`src/rtl/sigmoid_pkg.sv`:
```
// Shared constants, fixed-point type and rounding helper for the sigmoid datapath.
// Rounding is enabled by defining SIGMOID_BWD_ROUND_EN (default build: floor).
package sigmoid_pkg;

   localparam int DATA_W = 32;
   localparam int FRAC_W = 16;

   typedef logic signed [DATA_W-1:0] fxp_t;

   localparam fxp_t ONE = fxp_t'(1 << FRAC_W);

`ifdef SIGMOID_BWD_ROUND_EN
   localparam bit ROUND_EN = 1'b1;
`else
   localparam bit ROUND_EN = 1'b0;
`endif

   // Half an LSB of the shifted result when rounding, otherwise zero (floor).
   function automatic logic [63:0] round_const(input int frac_w);
      return ROUND_EN ? (64'd1 << (frac_w - 1)) : 64'd0;
   endfunction

endpackage

```
`src/rtl/fxp_mul_shift.sv`:
```
// Signed multiply, optional half-LSB rounding add, arithmetic right shift by FRAC_W.
// Rounding follows SIGMOID_BWD_ROUND_EN through sigmoid_pkg::round_const.
module fxp_mul_shift #(
   parameter int A_W    = 18,
   parameter int B_W    = 18,
   parameter int FRAC_W = 16,
   parameter int OUT_W  = 17
)(
   input  logic signed [A_W-1:0]   i_a,
   input  logic signed [B_W-1:0]   i_b,
   output logic signed [OUT_W-1:0] o_y
);
   import sigmoid_pkg::*;

   // One guard bit above the full product so the rounding add cannot wrap.
   localparam int P_W = A_W + B_W + 1;
   localparam logic signed [P_W-1:0] RND = P_W'(round_const(FRAC_W));

   logic signed [P_W-1:0] w_prod;
   logic signed [P_W-1:0] w_sum;
   logic signed [P_W-1:0] w_shift;
   logic                  w_unused;

   assign w_prod  = P_W'(i_a) * P_W'(i_b);
   assign w_sum   = w_prod + RND;
   assign w_shift = w_sum >>> FRAC_W;
   assign o_y     = w_shift[OUT_W-1:0];

   // Callers size OUT_W so that the discarded top bits are pure sign extension.
   assign w_unused = ^w_shift[P_W-1:OUT_W];

endmodule

```
`src/rtl/sigmoid_backward.sv`:
```
// Sigmoid backward pass: dx = dy * y * (1 - y), 3-stage valid/ready pipeline.
// Define SIGMOID_BWD_ROUND_EN for round-half-up shifts; default build floors.
module sigmoid_backward #(
   parameter int DATA_W = sigmoid_pkg::DATA_W,
   parameter int FRAC_W = sigmoid_pkg::FRAC_W
)(
   input  logic                     clk,
   input  logic                     rst_n,
   input  logic                     in_valid,
   output logic                     in_ready,
   input  logic signed [DATA_W-1:0] in_y,
   input  logic signed [DATA_W-1:0] in_dy,
   output logic                     out_valid,
   input  logic                     out_ready,
   output logic signed [DATA_W-1:0] out_dx,
   output logic                     out_clamp
);

   // yc and 1-yc live in [0, ONE], which needs FRAC_W+1 unsigned bits.
   localparam int YC_W = FRAC_W + 1;
   localparam logic signed [DATA_W-1:0] L_ONE    = DATA_W'(1) << FRAC_W;
   localparam logic        [YC_W-1:0]   L_ONE_YC = YC_W'(1) << FRAC_W;

   logic                     w_ready1;
   logic                     w_ready2;
   logic                     w_ready3;

   logic                     w_y_neg;
   logic                     w_y_big;
   logic                     w_clamp;
   logic        [YC_W-1:0]   w_yc;
   logic        [YC_W-1:0]   w_omy;
   logic signed [YC_W-1:0]   w_p;
   logic signed [DATA_W-1:0] w_dx;

   logic                     r_v1;
   logic        [YC_W-1:0]   r_yc1;
   logic        [YC_W-1:0]   r_omy1;
   logic signed [DATA_W-1:0] r_dy1;
   logic                     r_clamp1;

   logic                     r_v2;
   logic        [YC_W-1:0]   r_p2;
   logic signed [DATA_W-1:0] r_dy2;
   logic                     r_clamp2;

   logic                     r_v3;
   logic signed [DATA_W-1:0] r_dx3;
   logic                     r_clamp3;

   // A stage may load when empty or when the stage after it is loading.
   assign w_ready3 = !r_v3 || out_ready;
   assign w_ready2 = !r_v2 || w_ready3;
   assign w_ready1 = !r_v1 || w_ready2;

   assign w_y_neg = in_y[DATA_W-1];
   assign w_y_big = in_y > L_ONE;
   assign w_clamp = w_y_neg || w_y_big;

   always_comb begin
      w_yc = in_y[YC_W-1:0];
      if (w_y_neg) begin
         w_yc = '0;
      end else if (w_y_big) begin
         w_yc = L_ONE_YC;
      end
   end

   assign w_omy = L_ONE_YC - w_yc;

   // Stage 2 product: both factors are non-negative, so zero-extend into the signed multiplier.
   fxp_mul_shift #(
      .A_W    (YC_W + 1),
      .B_W    (YC_W + 1),
      .FRAC_W (FRAC_W),
      .OUT_W  (YC_W)
   ) u_mul_p (
      .i_a (signed'({1'b0, r_yc1})),
      .i_b (signed'({1'b0, r_omy1})),
      .o_y (w_p)
   );

   // p <= ONE/4, so |dx| <= |dy|/4 and the low DATA_W bits always hold the result.
   fxp_mul_shift #(
      .A_W    (DATA_W),
      .B_W    (YC_W + 1),
      .FRAC_W (FRAC_W),
      .OUT_W  (DATA_W)
   ) u_mul_dx (
      .i_a (r_dy2),
      .i_b (signed'({1'b0, r_p2})),
      .o_y (w_dx)
   );

   always_ff @(posedge clk or negedge rst_n) begin
      if (!rst_n) begin
         r_v1     <= 1'b0;
         r_yc1    <= '0;
         r_omy1   <= '0;
         r_dy1    <= '0;
         r_clamp1 <= 1'b0;
         r_v2     <= 1'b0;
         r_p2     <= '0;
         r_dy2    <= '0;
         r_clamp2 <= 1'b0;
         r_v3     <= 1'b0;
         r_dx3    <= '0;
         r_clamp3 <= 1'b0;
      end else begin
         if (w_ready1) begin
            r_v1 <= in_valid;
            if (in_valid) begin
               r_yc1    <= w_yc;
               r_omy1   <= w_omy;
               r_dy1    <= in_dy;
               r_clamp1 <= w_clamp;
            end
         end
         if (w_ready2) begin
            r_v2 <= r_v1;
            if (r_v1) begin
               r_p2     <= w_p;
               r_dy2    <= r_dy1;
               r_clamp2 <= r_clamp1;
            end
         end
         // Output registers only change on a real load, so they hold under backpressure.
         if (w_ready3) begin
            r_v3 <= r_v2;
            if (r_v2) begin
               r_dx3    <= w_dx;
               r_clamp3 <= r_clamp2;
            end
         end
      end
   end

   assign in_ready  = w_ready1;
   assign out_valid = r_v3;
   assign out_dx    = r_dx3;
   assign out_clamp = r_clamp3;

endmodule

```
`config.mk`:
```
export PLATFORM = sky130hd
export DESIGN_NAME = sigmoid_backward
export DESIGN_NICKNAME = d
export VERILOG_FILES = /design/src/rtl/sigmoid_pkg.sv /design/src/rtl/fxp_mul_shift.sv /design/src/rtl/sigmoid_backward.sv
export SDC_FILE = /design/constraint.sdc
export NUM_CORES = 2
export LEC_CHECK = 0
export ABC_AREA = 0
export CAP_MARGIN = 20
export CORE_MARGIN = 8
export CORE_UTILIZATION = 43
export DETAILED_ROUTE_END_ITERATION = 10
export GPL_ROUTABILITY_DRIVEN = 1
export GPL_TIMING_DRIVEN = 0
export REMOVE_ABC_BUFFERS = 1
export SYNTH_ARGS = -nofsm -noshare
export SYNTH_HDL_FRONTEND = slang
export SYNTH_SLANG_ARGS = --single-unit
```
`constraint.sdc`:
```
create_clock -name clk -period 7.4 [get_ports clk]
set_input_delay 0.74 -clock clk [delete_from_list [all_inputs] [get_ports clk]]
set_output_delay 0.74 -clock clk [all_outputs]
set_load 0.005 [all_outputs]
```
==> flow_summary.ini <==
[run]
maxCapViolCount = 0

[worst_setup_path]
crit_chain = buf_16 -> and2_1 -> fa_1 -> fa_1 -> fa_1 -> fa_1 -> fa_1 -> inv_1 -> fa_1 -> inv_1 -> ha_1 -> and3_2 -> nand4_1 -> a311o_1 -> a31o_2 -> or3_1 -> nor3b_1 -> or4_1 -> nand3_1
endpoint_kind = register
crit_slowest_cell = dfrtp_1
path_depth = 19
crit_fanout = 20
reg2reg_depth = 19
path_buf_inv = 3
critPathKind = reg -> reg
cp.required_ps = 7840
cp-start-kind = register
cp.arrival_ps = 7570
cp_top_family = adder cells
slowest_delay_ps = 770
cp_common_cell = fa_1

[clock_network]
cts.sinks = 152
cts_hold_buf = 0
insertion_delay_ps = 500
cts.htree.levels = 4
ctsLongestPathBuffers = 2
numCtsBuffers = 17
tritoncts = built
clk_pin_slew_ps = 90
cts_root_buffer = clkbuf_16

[timing]
worstMarginPinSlew_ps = 999.3
grt_setup_unrepaired = false
report.final.slew_viol_count = 0
hold_slack_ps = 188.6
setup_tns_ps = 0
period_minus_slack_ps = 7137
fin_worst_skew_ps = 24.57
fin_crit_sh_pct = 96.45
fmax_mhz = 140.1
setup-violations-final = 0
slew_headroom_pct = 33.38
hold_viol_final = 0

[floorplanning]
initial_utilization_pct = 43.14
die_h_um = 293.9
rows = 102
die-width_um = 293.9
design.core.area_sq_mm = 0.07696
num_io_pins = 103
die_area_sq_mm = 0.08636

[placement]
io_buffers = 102
gp_congestion = 0.8316
hpwl_mm = 62.09

[cells_and_area]
fillers = 7405
drive_gt1_share_pct = 3.500
area_delta_synth_final_pct = 8.600
final_cell_mix = inv_1 (861), fa_1 (728), nand2_1 (610), and2_1 (434), ha_1 (213)
layout_commonest_cell = inv_1
nets = 4625

[synth]
synth_ff_type = dfrtp_1
syn-cell-area_sq_mm = 0.03320
ys_seq_area_share_pct = 11.46
synth_edf_count = 0
avgSynthCellArea_sq_um = 9.116
synth-seq-cells = 152
synth-async-reset-ratio_pct = 100.0
synth_warnings = 0
synth_cell_types = 68
synth_cells = 3642

[power_and_ir_drop]
power.static_leakage_nw = 18.36
powerDensity_mw_per_mm2 = 89.68
fin_total_pwr_mw = 3.233
vdd_drop_max_uv = 185.3

[drt]
wl_mm = 80.08
via_count = 23180
ant_nets = 0
post_drt_via_cell_ratio = 4.964
avgRoutedWirePerCell_um = 17.15
drt_first_pass_iters = 5
drtIter0Drc = 1039
drc = 0

[outcome]
status = completed

[grt]
grt_antenna_before_repair = 1
grt_max_degree = 90
use_met1_pct = 26.56
grt_busiest_layer = met2
grt.overflow.total = 0
grt_pass1_wl_mm = 132.9
grt_use_total_pct = 19.38
global_route.usage.met2_pct = 32.36
met3_usage_pct = 2.421
grt_pass1_vias = 24850

[min_path]
hp-class = in -> async
[worst paths after layout]
kind,start,endpoint,slack [ps]
worst max-delay path,r_p2[14],out_dx[30],260
worst min-delay path,rst_n,out_dx[3],190
worst max register to register,r_p2[14],out_dx[30],260
worst min register to register,r_dy1[11],r_dy2[11],440
max in group asynchronous,rst_n,r_dy2[31],6280
min in group clk,r_dy1[11],r_dy2[11],440
[worst register-to-register path, cell delays in order (launching register included)]
cell	delay (ps)
dfrtp_1	770
buf_16	240
and2_1	170
fa_1	440
fa_1	590
fa_1	460
fa_1	480
fa_1	490
inv_1	50
fa_1	560
inv_1	60
ha_1	340
and3_2	260
nand4_1	280
a311o_1	370
a31o_2	300
or3_1	450
nor3b_1	190
or4_1	480
nand3_1	100
[power by group]
group | internal [mW] | switching (mW) | leakage [nW]
clock network | 0.464 | 0.499 | 0.302
registers | 0.959 | 0.337 | 1.91
logic | 0.465 | 0.509 | 16.2
total | 1.89 | 1.35 | 18.4
[cell usage after synthesis (all sizes together) (10+ instances only)]
cell type    n  area (sq um)
xnor2       34         297.8
xor2        16         140.1
and3        10         62.56
clkbuf     161         604.3
inv        861          3232
a21o        24         180.2
nor3b       11         82.58
and2       435          2721
ha         213          2665
nor2        31         116.4
nand2b      10         62.56
o31ai       20         150.1
mux2        34         382.9
nor3        16         80.08
o21ai       83         419.2
dfrtp      152          3804
nand2      613          2301
fa         728         14570
a21oi       40         207.7
nand3       23         115.1
o21a        12         90.09
[cell type report]
class,instances,area [sq um],share of cell area (%)
multi-input combinational,2464,25560,70.90
sequential,152,3845,10.66
inverter,861,3232,8.963
timing repair buffer,120,1486,4.123
tap,1040,1301,3.609
clock buffer,17,425.4,1.180
clock inverter,15,201.4,0.5587
antenna,1,2.502,0.006940
[per-layer routing]
| layer | part of all wire (%) | up-vias |
|---|---|---|
| met4 | 2.4 | 0 |
| met2 | 48 | 444 |
| met5 | 0 | - |
| met1 | 46 | 11970 |
| li1 | - | 10660 |
| met3 | 3.7 | 103 |
[flip-flops by register name, summed over array words and instances, names as in the netlist]
name       count
out_clamp      1
r_dy2         32
r_p2          17
r_clamp2       1
r_yc1         17
out_valid      1
r_clamp1       1
r_dy1         32
r_v1           1
out_dx        32
r_omy1        16
r_v2           1
[metrics by stage]
step | worst slack [ps] | cells | utilization [%] | cell area, sq um
finish | 262.6 | 4670 | 46.85 | 36060
global route | 36.16 | 4669 | 46.85 | 36050
CTS | 22.03 | 4666 | 46.72 | 35950
detailed placement | -46.00 | 4634 | 45.90 | 35320
global placement | -1373 | 4619 | 45.35 | 34900
floorplan | 1169 | 3477 | - | 32580
[cells by family (layout without fill, tap and decap cells)]
group	count (synthesis)	after routing	share of synthesized area (%)
compound gates	247	247	4.914
xor+xnor	50	50	1.319
fa+ha+maj	941	941	51.92
buf+inv	1026	1013	11.61
flops	152	152	11.46
mux	35	35	1.183
other cells	0	1	0
simple gates	1191	1191	17.60
[repair_timing]
item	in CTS	in global routing
resized for setup	3	22
setup endpoints to repair	3	6
pin swaps	0	1
setup buffers	0	1
Power figures use the tool's default switching activity.
